### src/rtl/instr_encoder.sv
// instr_encoder: packs mnemonic-level requests into 32-bit instruction words and writes them to consecutive memory addresses.
// Define INSTR_ENC_READBACK_EN to verify each written word through im_rdata.
module instr_encoder #(
  parameter int AW = 10,
  parameter int DEPTH = 1024
) (
  input  logic          clk,
  input  logic          rst,
  input  logic          start,
  input  logic [AW-1:0] base_addr,
  input  logic          in_valid,
  output logic          in_ready,
  input  logic [3:0]    in_mnem,
  input  logic [4:0]    in_rd,
  input  logic [4:0]    in_rn,
  input  logic [4:0]    in_rm,
  input  logic          in_use_imm,
  input  logic [26:0]   in_imm,
  input  logic          in_last,
  output logic          im_we,
  output logic [AW-1:0] im_addr,
  output logic [31:0]   im_wdata,
  input  logic [31:0]   im_rdata,
  output logic          busy,
  output logic          done,
  output logic          err,
  output logic [2:0]    err_code,
  output logic [AW-1:0] count
);
`ifdef INSTR_ENC_READBACK_EN
  typedef enum logic [2:0] {IDLE, RUN, WRITE, VERIFY, DONE, ERR} state_t;
`else
  typedef enum logic [2:0] {IDLE, RUN, WRITE, DONE, ERR} state_t;
`endif
  state_t state, nxt;
  logic [AW-1:0] base_q;
  logic last_q, acc, illegal, range_bad, branch, at_end, post, rb_bad;
  logic [3:0] m11, tipo_op;
  logic [31:0] word;
  state_t post_nxt;
  assign acc = in_valid && in_ready;
  assign illegal = in_mnem == 4'd15;
  assign branch = in_mnem == 4'd8 || in_mnem == 4'd9;
  assign range_bad = !branch && in_use_imm && |in_imm[26:17];
  assign m11 = in_mnem - 4'd11;
  // codes 0-10 already equal {tipo, op}; 11-14 restart op at 0 in class 11
  assign tipo_op = in_mnem < 4'd11 ? in_mnem : {2'b11, m11[1:0]};
  assign word = branch ? {tipo_op, in_mnem == 4'd8 && in_use_imm, in_imm}
              : in_mnem == 4'd11 ? {tipo_op, 28'd0}
              : {tipo_op, in_use_imm, in_mnem == 4'd10 ? 5'd0 : in_rd, in_rn,
                 in_use_imm ? in_imm[16:0] : {in_rm, 12'd0}};
  assign at_end = (im_addr - base_q) == AW'(DEPTH - 1);
  assign post_nxt = last_q ? DONE : at_end ? ERR : RUN;
`ifdef INSTR_ENC_READBACK_EN
  assign post = state == VERIFY && im_rdata == im_wdata;
  assign rb_bad = state == VERIFY && im_rdata != im_wdata;
`else
  logic unused_rdata;
  assign unused_rdata = ^im_rdata;
  assign post = state == WRITE;
  assign rb_bad = 1'b0;
`endif
  assign in_ready = state == RUN;
  assign im_we = state == WRITE;
  assign done = state == DONE;
  assign err = state == ERR;
`ifdef INSTR_ENC_READBACK_EN
  assign busy = state == RUN || state == WRITE || state == VERIFY;
`else
  assign busy = state == RUN || state == WRITE;
`endif
  always_comb begin
    nxt = state;
    case (state)
      IDLE:    nxt = start ? RUN : IDLE;
      RUN:     nxt = !acc ? RUN : (illegal || range_bad) ? ERR : WRITE;
`ifdef INSTR_ENC_READBACK_EN
      WRITE:   nxt = VERIFY;
      VERIFY:  nxt = rb_bad ? ERR : post_nxt;
`else
      WRITE:   nxt = post_nxt;
`endif
      DONE:    nxt = IDLE;
      ERR:     nxt = start ? RUN : ERR;
      default: nxt = IDLE;
    endcase
  end
  always_ff @(posedge clk or posedge rst) begin
    if (rst) begin
      state <= IDLE;
      base_q <= '0;
      im_addr <= '0;
      count <= '0;
      im_wdata <= '0;
      err_code <= '0;
      last_q <= 1'b0;
    end else begin
      state <= nxt;
      if (start && (state == IDLE || state == ERR)) begin
        base_q <= base_addr;
        im_addr <= base_addr;
        count <= '0;
        err_code <= '0;
      end
      if (acc) begin
        im_wdata <= word;
        last_q <= in_last;
        err_code <= illegal ? 3'd1 : range_bad ? 3'd2 : err_code;
      end
      if (state == WRITE) count <= count + 1'b1;
      if (post && !last_q) begin
        if (at_end) err_code <= 3'd3;
        else im_addr <= im_addr + 1'b1;
      end
      if (rb_bad) err_code <= 3'd4;
    end
  end
endmodule

### config.mk
export PLATFORM = sky130hd
export DESIGN_NAME = instr_encoder
export DESIGN_NICKNAME = d
export VERILOG_FILES = /design/src/rtl/instr_encoder.sv
export SDC_FILE = /design/constraint.sdc
export NUM_CORES = 1
export LEC_CHECK = 0
export BUFFER_PORTS_ARGS = -buffer_cell sky130_fd_sc_hd__buf_4
export CORE_MARGIN = 2
export CORE_UTILIZATION = 35
export DETAILED_ROUTE_END_ITERATION = 7
export MAX_ROUTING_LAYER = met4
export PLACE_DENSITY = 0.59
export RECOVER_POWER = 50
export SYNTH_ARGS = -nofsm -noshare
export SYNTH_HDL_FRONTEND = slang
export SYNTH_SLANG_ARGS = --single-unit
### constraint.sdc
create_clock -name clk -period 4 [get_ports clk]
set_clock_uncertainty 0.1 [all_clocks]
set_input_delay 0.2 -clock clk [delete_from_list [all_inputs] [get_ports clk]]
set_output_delay 0.2 -clock clk [all_outputs]
set_load 0.05 [all_outputs]
==> flow_metrics.tcl, run 1 <==
set metrics [dict create \
    dp_hpwl_mm 7.51 \
    drv_slew 0 \
    tightest_slew_ns 1.23 \
    post-cts-setup-buffers 0 \
    status "completed" \
    rsz0062_at_grt "false" \
    end_kind "register" \
    synthToLayoutAreaGrowth_pct 32.6 \
    final.setup.worst_slack_ns 0.382 \
    cts_max_path_buffers 2 \
    syn_nets 544 \
    via_count 3674 \
    synth.distinct_cells 57 \
    yosys_warnings 0 \
    drt-pass1-iter-count 4 \
    whs_path_depth 3 \
    diodes 0 \
    seqCellArea_mm2 0.00173 \
    ys_ff_latch 69 \
    grt_pass1_wl_mm 17.0 \
    crit_family "compound AO/OA/AOI/OAI gates" \
    async_flop_share 1.00 \
    fp.dieW_um 108 \
    synth_cells 433 \
    clock_latency_ns 0.34 \
    path_buf_inv 2 \
    finalCritPeriodShare 0.904 \
    syn_area_mm2 0.00376 \
    grt.total_usage 0.188 \
    multi_input_area_mm2 0.00186 \
    p_leak_nw 2.33 \
    fin_nets 686 \
    dpl.cell_count 674 \
    clk_pin_slew_ns 0.08 \
    max_freq_ghz 0.276 \
    pin_count 154 \
    p_total_mw 4.14 \
    ir_drop_mv 0.451 \
    slew_headroom 0.178 \
    cts-buffers-inserted 9 \
    ys_seq_area_frac 0.460 \
    clkSinkCount 69 \
    core_area_mm2 0.0104 \
    ant_nets 0 \
    worst-setup-path-type "register to register" \
    drt_first_iter_violations 208 \
    drc 0 \
    worst-path-max-fanout 11 \
    crit_path_start_kind "register" \
    power_density_mw_per_mm2 832 \
    whs_endpoint "im_wdata[31]" \
    utilization 0.480 \
    cp.required_ns 4.16 \
    grt_max_degree 38 \
    synth_enable_flop_cells 0 \
    min-delay-start "in_mnem[3]" \
    report.final.hold_viol_count 0 \
    grt_pass1_vias 3555 \
    arrival_ns 3.77 \
    rrSetupSlack_ns 0.38 \
    synth_flop_cell "dfrtp_1" \
    pre_cts_ws_ns 0.435 \
    fp-row-count 37 \
    path_cells "inv_1, ha_1, fa_1, xor2_1, a2111oi_0, nand4_1, or4_4, o21ai_2, buf_4, o22ai_1, a211oi_2" \
    htreeDepth 3 \
    place.gp.congestion 0.841 \
    die_y_um 108 \
    worst_r2r_endpoint "im_addr[5]" \
    vias_per_cell 5.13 \
    initial_core_util 0.362 \
    wl_mm 10.5 \
    setup_viol 0 \
    cpPeakStageDelay_ns 0.54 \
    setup_tns_ns 0 \
    antenna_found_initial 0 \
    reg2regPathDepth 11 \
    fin_cells 716 \
    maxCapViolCount 0 \
    cts_tree "yes" \
    hold_class "primary input to register" \
    finalCriticalPeriod_ns 3.62 \
    dieArea_mm2 0.0116 \
    r2r_start "im_addr[0]" \
    avgSynthCellArea_um2 8.67 \
    grt.overflow.total 0 \
    slowest_stage "or4_4" \
    wire_per_inst_um 14.7 \
    num-fill-cells 1072 \
    io_buffers 121 \
    drive_gt1_frac 0.155 \
    cts_root_buffer "clkbuf_8" \
]
cell type report:
type | count | share of cell area
multi-input combinational | 321 | 0.373
sequential | 69 | 0.347
timing repair buffer | 152 | 0.198
tap | 136 | 0.0342
clock buffer | 11 | 0.0264
inverter | 22 | 0.0166
clock inverter | 5 | 0.00553
worst min-delay path, delay by kind of cell:
kind / cells / cell delay, ns
buffers and inverters: 1 / 0.12
AND/OR/NAND/NOR: 2 / 0.10
flip-flops by register name, indices dropped and copies added (netlist names):
signal / cells
im_addr: 10
err_code: 3
state: 3
im_wdata: 32
count: 10
base_q: 10
last_q: 1
synthesized netlist by cell type, types with 2 or more instances:
cell type  count  share of area
nand2_1       78          0.078
dfrtp_1       69           0.46
nor2_1        56          0.056
o21ai_0       34          0.045
nand3_1       23          0.031
inv_1         22          0.022
clkbuf_1      18          0.018
ha_1          16          0.053
a221oi_1      15          0.035
a21oi_1       11          0.015
and3_1         8          0.013
nor3_1         8          0.011
o22ai_1        5         0.0083
a211oi_1       4         0.0080
xnor2_1        4         0.0093
xor2_1         4         0.0093
a21o_1         3         0.0060
a31oi_1        3         0.0050
mux2i_1        3         0.0080
nand4_1        3         0.0050
and2_1         2         0.0033
nand2b_1       2         0.0033
nor2b_1        2         0.0033
nor4_1         2         0.0033
o211ai_1       2         0.0040
o21a_1         2         0.0040
o2bb2ai_1      2         0.0047
or2_1          2         0.0033
or3_1          2         0.0033
report_power, final:
part	internal, mW	total [mW]	switching [mW]
Clock	0.221	0.490	0.269
Combinational	0.697	2.46	1.76
Sequential	0.978	1.20	0.217
worst max path at each step:
stage	start	end	depth (start not counted)
2_1_floorplan	im_addr[0]	err_code[2]	10
6_report	im_addr[0]	im_addr[5]	11
3_5_place_dp	im_addr[0]	im_addr[5]	11
5_1_grt	im_addr[0]	im_addr[5]	11
3_3_place_gp	im_addr[0]	im_addr[5]	11
4_1_cts	im_addr[0]	im_addr[5]	11
metrics by stage:
step / hold WS (ns) / area [µm²]
2_1_floorplan: 0.205 / 3760
3_3_place_gp: 0.266 / 4780
3_5_place_dp: 0.267 / 4780
4_1_cts: 0.00319 / 5200
5_1_grt: 0.0333 / 4980
6_report: 0.0177 / 4980
routing by layer:
metal / GRT usage / routed length (µm) / vias up
met5: - / 0 / -
met4: 0.0733 / 221 / 0
met3: 0.0400 / 663 / 21
met2: 0.292 / 4840 / 116
met1: 0.242 / 4770 / 1738
li1: - / - / 1799
repair_timing:
action,CTS,global route
hold endpoints to repair,58,0
hold buffers,26,0
gates resized for setup,0,0
cell usage in the layout, fill, tap and decap left out, types with 2 or more instances in the layout:
cell            n
nor3_1          8
a21oi_1        11
or2_1           2
or3_1           2
nand4_1         3
inv_1          22
nand2_1        78
and3_1          8
o211ai_1        2
dfrtp_1        69
a31oi_1         3
clkbuf_1       60
a211oi_1        4
o22ai_1         5
xor2_1          4
nand3_1        23
ha_1           16
clkinv_2        4
a221oi_1       15
o21ai_0        34
o2bb2ai_1       2
o21a_1          2
nor2_1         56
xnor2_1         4
buf_4          66
clkbuf_8        9
mux2i_1         3
a21o_1          3
dlygate4sd3_1  26
nor2b_1         2
nand2b_1        2
and2_1          2
nor4_1          2
cells by family (layout without fill, tap and decap cells):
logic type	Yosys count	count (layout)	share of synthesized area
AND/OR/NAND/NOR	196	196	0.233
adder cells (fa/ha/maj)	17	17	0.0586
XOR/XNOR	8	8	0.0187
multiplexers	4	4	0.0110
flip-flops	69	69	0.460
buffers and inverters	43	190	0.0460
AO/OA/AOI/OAI	96	96	0.173
Power figures use the tool's default switching activity.
==> run 2, diff against run 1 <==
--- a/config.mk
+++ b/config.mk
@@ -5,12 +5,12 @@
 export SDC_FILE = /design/constraint.sdc
 export NUM_CORES = 1
 export LEC_CHECK = 0
-export BUFFER_PORTS_ARGS = -buffer_cell sky130_fd_sc_hd__buf_4
 export CORE_MARGIN = 2
 export CORE_UTILIZATION = 35
 export DETAILED_ROUTE_END_ITERATION = 7
+export DONT_BUFFER_PORTS = 1
 export MAX_ROUTING_LAYER = met4
-export PLACE_DENSITY = 0.59
+export PLACE_DENSITY = 0.47
 export RECOVER_POWER = 50
 export SYNTH_ARGS = -nofsm -noshare
 export SYNTH_HDL_FRONTEND = slang
==> flow_metrics.tcl, run 2 (synthesis gave the netlist of run 1 again) <==
set metrics [dict create \
    ir_drop_mv 0.338 \
    grt_pass1_wl_mm 16.5 \
    arrival_ns 3.71 \
    utilization 0.455 \
    report.final.hold_viol_count 0 \
    clock_latency_ns 0.36 \
    fp-row-count 37 \
    drt_first_iter_violations 288 \
    drive_gt1_frac 0.0596 \
    worst-path-max-fanout 21 \
    grtUsageMet2 0.292 \
    hold_class "primary input to register" \
    grt_max_degree 49 \
    cts_root_buffer "clkbuf_8" \
    end_kind "register" \
    cts_max_path_buffers 2 \
    die_y_um 108 \
    wire_per_inst_um 16.0 \
    clockPowerShare 0.146 \
    status "finished, violations left" \
    drv_slew 49 \
    intPower_mw 1.91 \
    dp_hpwl_mm 7.07 \
    final_common_cell "nand2_1" \
    top_usage_layer "met2" \
    rsz0062_at_grt "false" \
    cts-buffers-inserted 9 \
    htreeDepth 3 \
    pin_count 154 \
    diodes 0 \
    p_leak_nw 2.16 \
    power_density_mw_per_mm2 874 \
    finalCritPeriodShare 0.882 \
    combinationalPowerShare 0.424 \
    drt-pass1-iter-count 4 \
    grt_pass1_vias 3321 \
    top_register "im_wdata" \
    p_seq_frac 0.430 \
    max_freq_ghz 0.283 \
    wl_mm 10.2 \
    final_area_mm2 0.00472 \
    maxCapViolCount 1 \
    place.gp.congestion 0.862 \
    core_area_mm2 0.0104 \
    power.switching_mw 2.22 \
    grtUsageMet3 0.0460 \
    antenna_found_initial 0 \
    slew_headroom -0.228 \
    met1_usage 0.234 \
    crit_path_start_kind "register" \
    violations "capacitance limit, slew limit" \
    synthToLayoutAreaGrowth_pct 25.7 \
    drc 0 \
    setup_viol 0 \
    worst-setup-path-type "register to register" \
    placed_area_mm2 0.00395 \
    via_count 3332 \
    final_cell_mix "78 x nand2_1, 69 x dfrtp_1, 60 x dlygate4sd3_1, 56 x nor2_1, 34 x o21ai_0" \
    largest_reg_flops 32 \
    grt.overflow.total 0 \
    initial_core_util 0.362 \
    fin_nets 609 \
    finalCriticalPeriod_ns 3.53 \
    clk_pin_slew_ns 0.09 \
    io_buffers 0 \
    dieArea_mm2 0.0116 \
    cts_tree "yes" \
    fp.dieW_um 108 \
    tightest_slew_ns 1.84 \
    vias_per_cell 5.21 \
    switching_share 0.538 \
    clkSinkCount 69 \
    ant_nets 0 \
    cp.required_ns 4.18 \
    grt.total_usage 0.187 \
    setup_tns_ns 0 \
]
[run 2: changes by cell type in the layout (fill, tap and decap cells not counted)]
cell | previous run | this run
clkbuf_1 | 60 | 9
dlygate4sd3_1 | 26 | 60
clkinvlp_4 | 1 | 3
bufinv_16 | 0 | 1
clkinv_2 | 4 | 0
clkbuf_4 | 1 | 0
inv_6 | 0 | 2
clkbuf_8 | 9 | 10
clkbuf_2 | 1 | 0
buf_4 | 66 | 6
[run 2: layer usage]
layer / up-vias / part of all wire
li1: 1649 / -
met1: 1552 / 0.44
met2: 118 / 0.47
met3: 13 / 0.075
met4: 0 / 0.016
met5: - / 0
[run 2: power by group through the flow]
| stage | Clock (mW) | Sequential (mW) | Combinational (mW) |
|---|---|---|---|
| floorplan | 0 | 1.93 | 1.17 |
| global placement | 0 | 1.79 | 1.69 |
| detailed placement | 0 | 1.80 | 1.71 |
| CTS | 0.630 | 1.78 | 1.80 |
| global route | 0.653 | 1.82 | 1.98 |
| finish | 0.604 | 1.78 | 1.75 |
[run 2: area by class of cell]
cell class,count,area (µm²)
fillers,998,5650
multi-input cells,321,1860
flip-flops and latches,69,1730
repair buffers,75,679
well taps,136,170
clock buffers,10,138
inverters,22,82.6
clock inverters,6,70.1
[run 2: per-stage QoR]
| stage | std cells | hold WS, ns | power, mW | setup slack [ns] |
|---|---|---|---|---|
| finish | 639 | 0.0338 | 4.13 | 0.472 |
| global placement | 563 | 0.213 | 3.49 | 0.553 |
| global route | 639 | 0.0352 | 4.46 | 0.206 |
| CTS | 639 | 0.0139 | 4.21 | 0.537 |
| detailed placement | 563 | 0.215 | 3.51 | 0.563 |
| floorplan | 433 | 0.205 | 3.10 | 0.435 |
[run 2: worst max-delay path, cell delays in order, from the launching register on]
cell and delay [ns]:
dfrtp_1 0.35, clkbuf_1 0.59, ha_1 0.32, nor2_1 0.07
a211oi_1 0.25, o22ai_1 0.13, xor2_1 0.16, or4_4 0.55
o21ai_2 0.24, buf_4 0.31, o22ai_1 0.15, a211oi_2 0.21
[run 2: what timing repair did]
action / in CTS / in global routing
buffers inserted: 0 / 0
hold endpoints to repair: 101 / 0
hold buffers: 60 / 0
resized for setup: 0 / 0
[run 2: worst paths after layout]
kind                            slack, ns  cells past startpoint           to       start
min in group asynchronous            0.77                      2  im_wdata[5]         rst
worst max register to register       0.47                     11   im_addr[5]  im_addr[1]
worst min-delay path                 0.03                      2  err_code[0]       start
worst max-delay path                 0.47                     11   im_addr[5]  im_addr[1]
max in group asynchronous            1.81                      3     count[9]         rst
worst min register to register       0.41                      2    base_q[9]   base_q[9]
==> run 3, diff against run 2 <==
--- a/config.mk
+++ b/config.mk
@@ -7,10 +7,10 @@
 export LEC_CHECK = 0
 export CORE_MARGIN = 2
 export CORE_UTILIZATION = 35
+export CTS_CLUSTER_DIAMETER = 40
 export DETAILED_ROUTE_END_ITERATION = 7
 export DONT_BUFFER_PORTS = 1
 export MAX_ROUTING_LAYER = met4
-export PLACE_DENSITY = 0.47
 export RECOVER_POWER = 50
 export SYNTH_ARGS = -nofsm -noshare
 export SYNTH_HDL_FRONTEND = slang
==> flow_metrics.tcl, run 3 (synthesis gave the netlist of run 1 again) <==
set metrics [dict create \
    grt.total_usage 0.196 \
    maxCapViolCount 2 \
    clk_pin_slew_ns 0.08 \
    dp_hpwl_mm 7.12 \
    drc 0 \
    cp.required_ns 4.13 \
    initial_core_util 0.362 \
    routed-wl-met3_um 768 \
    post-cts-setup-buffers 0 \
    setup_viol 0 \
    fp-row-count 37 \
    rsz0062_at_grt "false" \
    placed_area_mm2 0.00394 \
    cpPeakStageDelay_ns 0.59 \
    via_count 3465 \
    drt-pass1-iter-count 4 \
    finalCritPeriodShare 0.910 \
    dr_wl_met2_mm 5.13 \
    crit_path_start_kind "register" \
    grt.overflow.total 0 \
    grt_pass1_vias 3544 \
    timing.hold.ws_ns 0.0206 \
    drt_first_iter_violations 324 \
    core_area_mm2 0.0104 \
    p_leak_nw 2.16 \
    utilization 0.454 \
    grt_pass1_wl_mm 17.3 \
    power_density_mw_per_mm2 880 \
    top_register "im_wdata" \
    final.setup.worst_slack_ns 0.361 \
    fin_nets 608 \
    antenna_found_initial 0 \
    wl_mm 10.6 \
    met1_length_mm 4.51 \
    drv_slew 72 \
    end_kind "register" \
    fin_cells 638 \
    dieArea_mm2 0.0116 \
    fp.dieW_um 108 \
    arrival_ns 3.77 \
    largest_reg_flops 32 \
    drive_gt1_frac 0.0578 \
    pin_count 154 \
    max_freq_ghz 0.275 \
    path_cells "clkbuf_1, ha_1, a2111oi_0, nand4_1, or4_4, o21ai_2, buf_4, mux2i_1, a21oi_1" \
    setup_tns_ns 0 \
    io_buffers 0 \
    place.gp.congestion 0.859 \
    worst-setup-path-type "register to register" \
    ctsResizeCount 0 \
    die_y_um 108 \
    final_area_mm2 0.00471 \
    slowest_stage "clkbuf_1" \
    ir_drop_mv 0.326 \
    finalCriticalPeriod_ns 3.64 \
    cts_max_path_buffers 2 \
    report.final.hold_viol_count 0 \
    ant_nets 0 \
    grt_max_degree 40 \
    htreeDepth 3 \
    final_cell_mix "78 x nand2_1, 69 x dfrtp_1, 60 x dlygate4sd3_1, 56 x nor2_1, 34 x o21ai_0" \
    dpl.cell_count 562 \
    diodes 0 \
    vias_per_cell 5.43 \
    tightest_slew_ns 1.72 \
    hold_class "primary input to register" \
    top_layer "met4" \
    worst-path-max-fanout 11 \
    wire_per_inst_um 16.6 \
    cts_tree "yes" \
    slew_headroom -0.146 \
    violations "capacitance limit, slew limit" \
    clock_latency_ns 0.35 \
    final_common_cell "nand2_1" \
    cts_root_buffer "clkbuf_8" \
    cts-buffers-inserted 9 \
    pre_cts_ws_ns 0.463 \
    clkSinkCount 69 \
    p_total_mw 4.14 \
    synthToLayoutAreaGrowth_pct 25.3 \
    status "finished, violations left" \
]
## run 3: cell count changes in the layout (fill, tap and decap cells not counted), sizes merged
cell | previous run | this run
clkinv | 0 | 3
clkbuf | 19 | 18
clkinvlp | 3 | 1
buf | 6 | 5
## run 3: repair_timing
item,in CTS,in global routing
hold endpoints to repair,93,0
hold buffers,60,0
endpoints found under the setup margin,0,0
## run 3: critical path, delay by kind of cell (launching register included)
family                   cells  cell delay [ns]
AO/OA/AOI/OAI                3             0.96
buffers and inverters        2             0.84
AND/OR/NAND/NOR              2             0.71
adder cells (fa/ha/maj)      1             0.39
flip-flops                   1             0.32
multiplexers                 1             0.21
## run 3: path summary, 6_finish.rpt
path / startpoint / end / slack, ns / cells after the start
max in group asynchronous: rst / im_wdata[24] / 0.85 / 3
hold / removal: in_mnem[3] / err_code[1] / 0.02 / 3
min in group asynchronous: rst / state[1] / 0.66 / 2
setup / recovery: im_addr[8] / im_addr[9] / 0.36 / 9
hold reg to reg: base_q[9] / base_q[9] / 0.41 / 2
setup reg to reg: im_addr[8] / im_addr[9] / 0.36 / 9
## run 3: per-layer routing
metal	vias up	track usage
met5	-	-
met4	0	0.0687
met3	20	0.0666
met2	127	0.318
met1	1670	0.226
li1	1648	-
## run 3: power breakdown
group	leakage, nW	internal, mW	total (mW)	switching, mW
combinational	1.21	0.633	1.77	1.14
sequential	0.853	0.967	1.78	0.813
clock	0.100	0.291	0.588	0.297
## run 3: final cells by class
| class | instances | area (µm²) |
|---|---|---|
| Fill cell | 1013 | 5660 |
| Inverter | 22 | 82.6 |
| Timing Repair Buffer | 74 | 672 |
| Clock buffer | 9 | 124 |
| Tap cell | 136 | 170 |
| Sequential cell | 69 | 1730 |
| Clock inverter | 7 | 73.8 |
| Multi-Input combinational cell | 321 | 1860 |
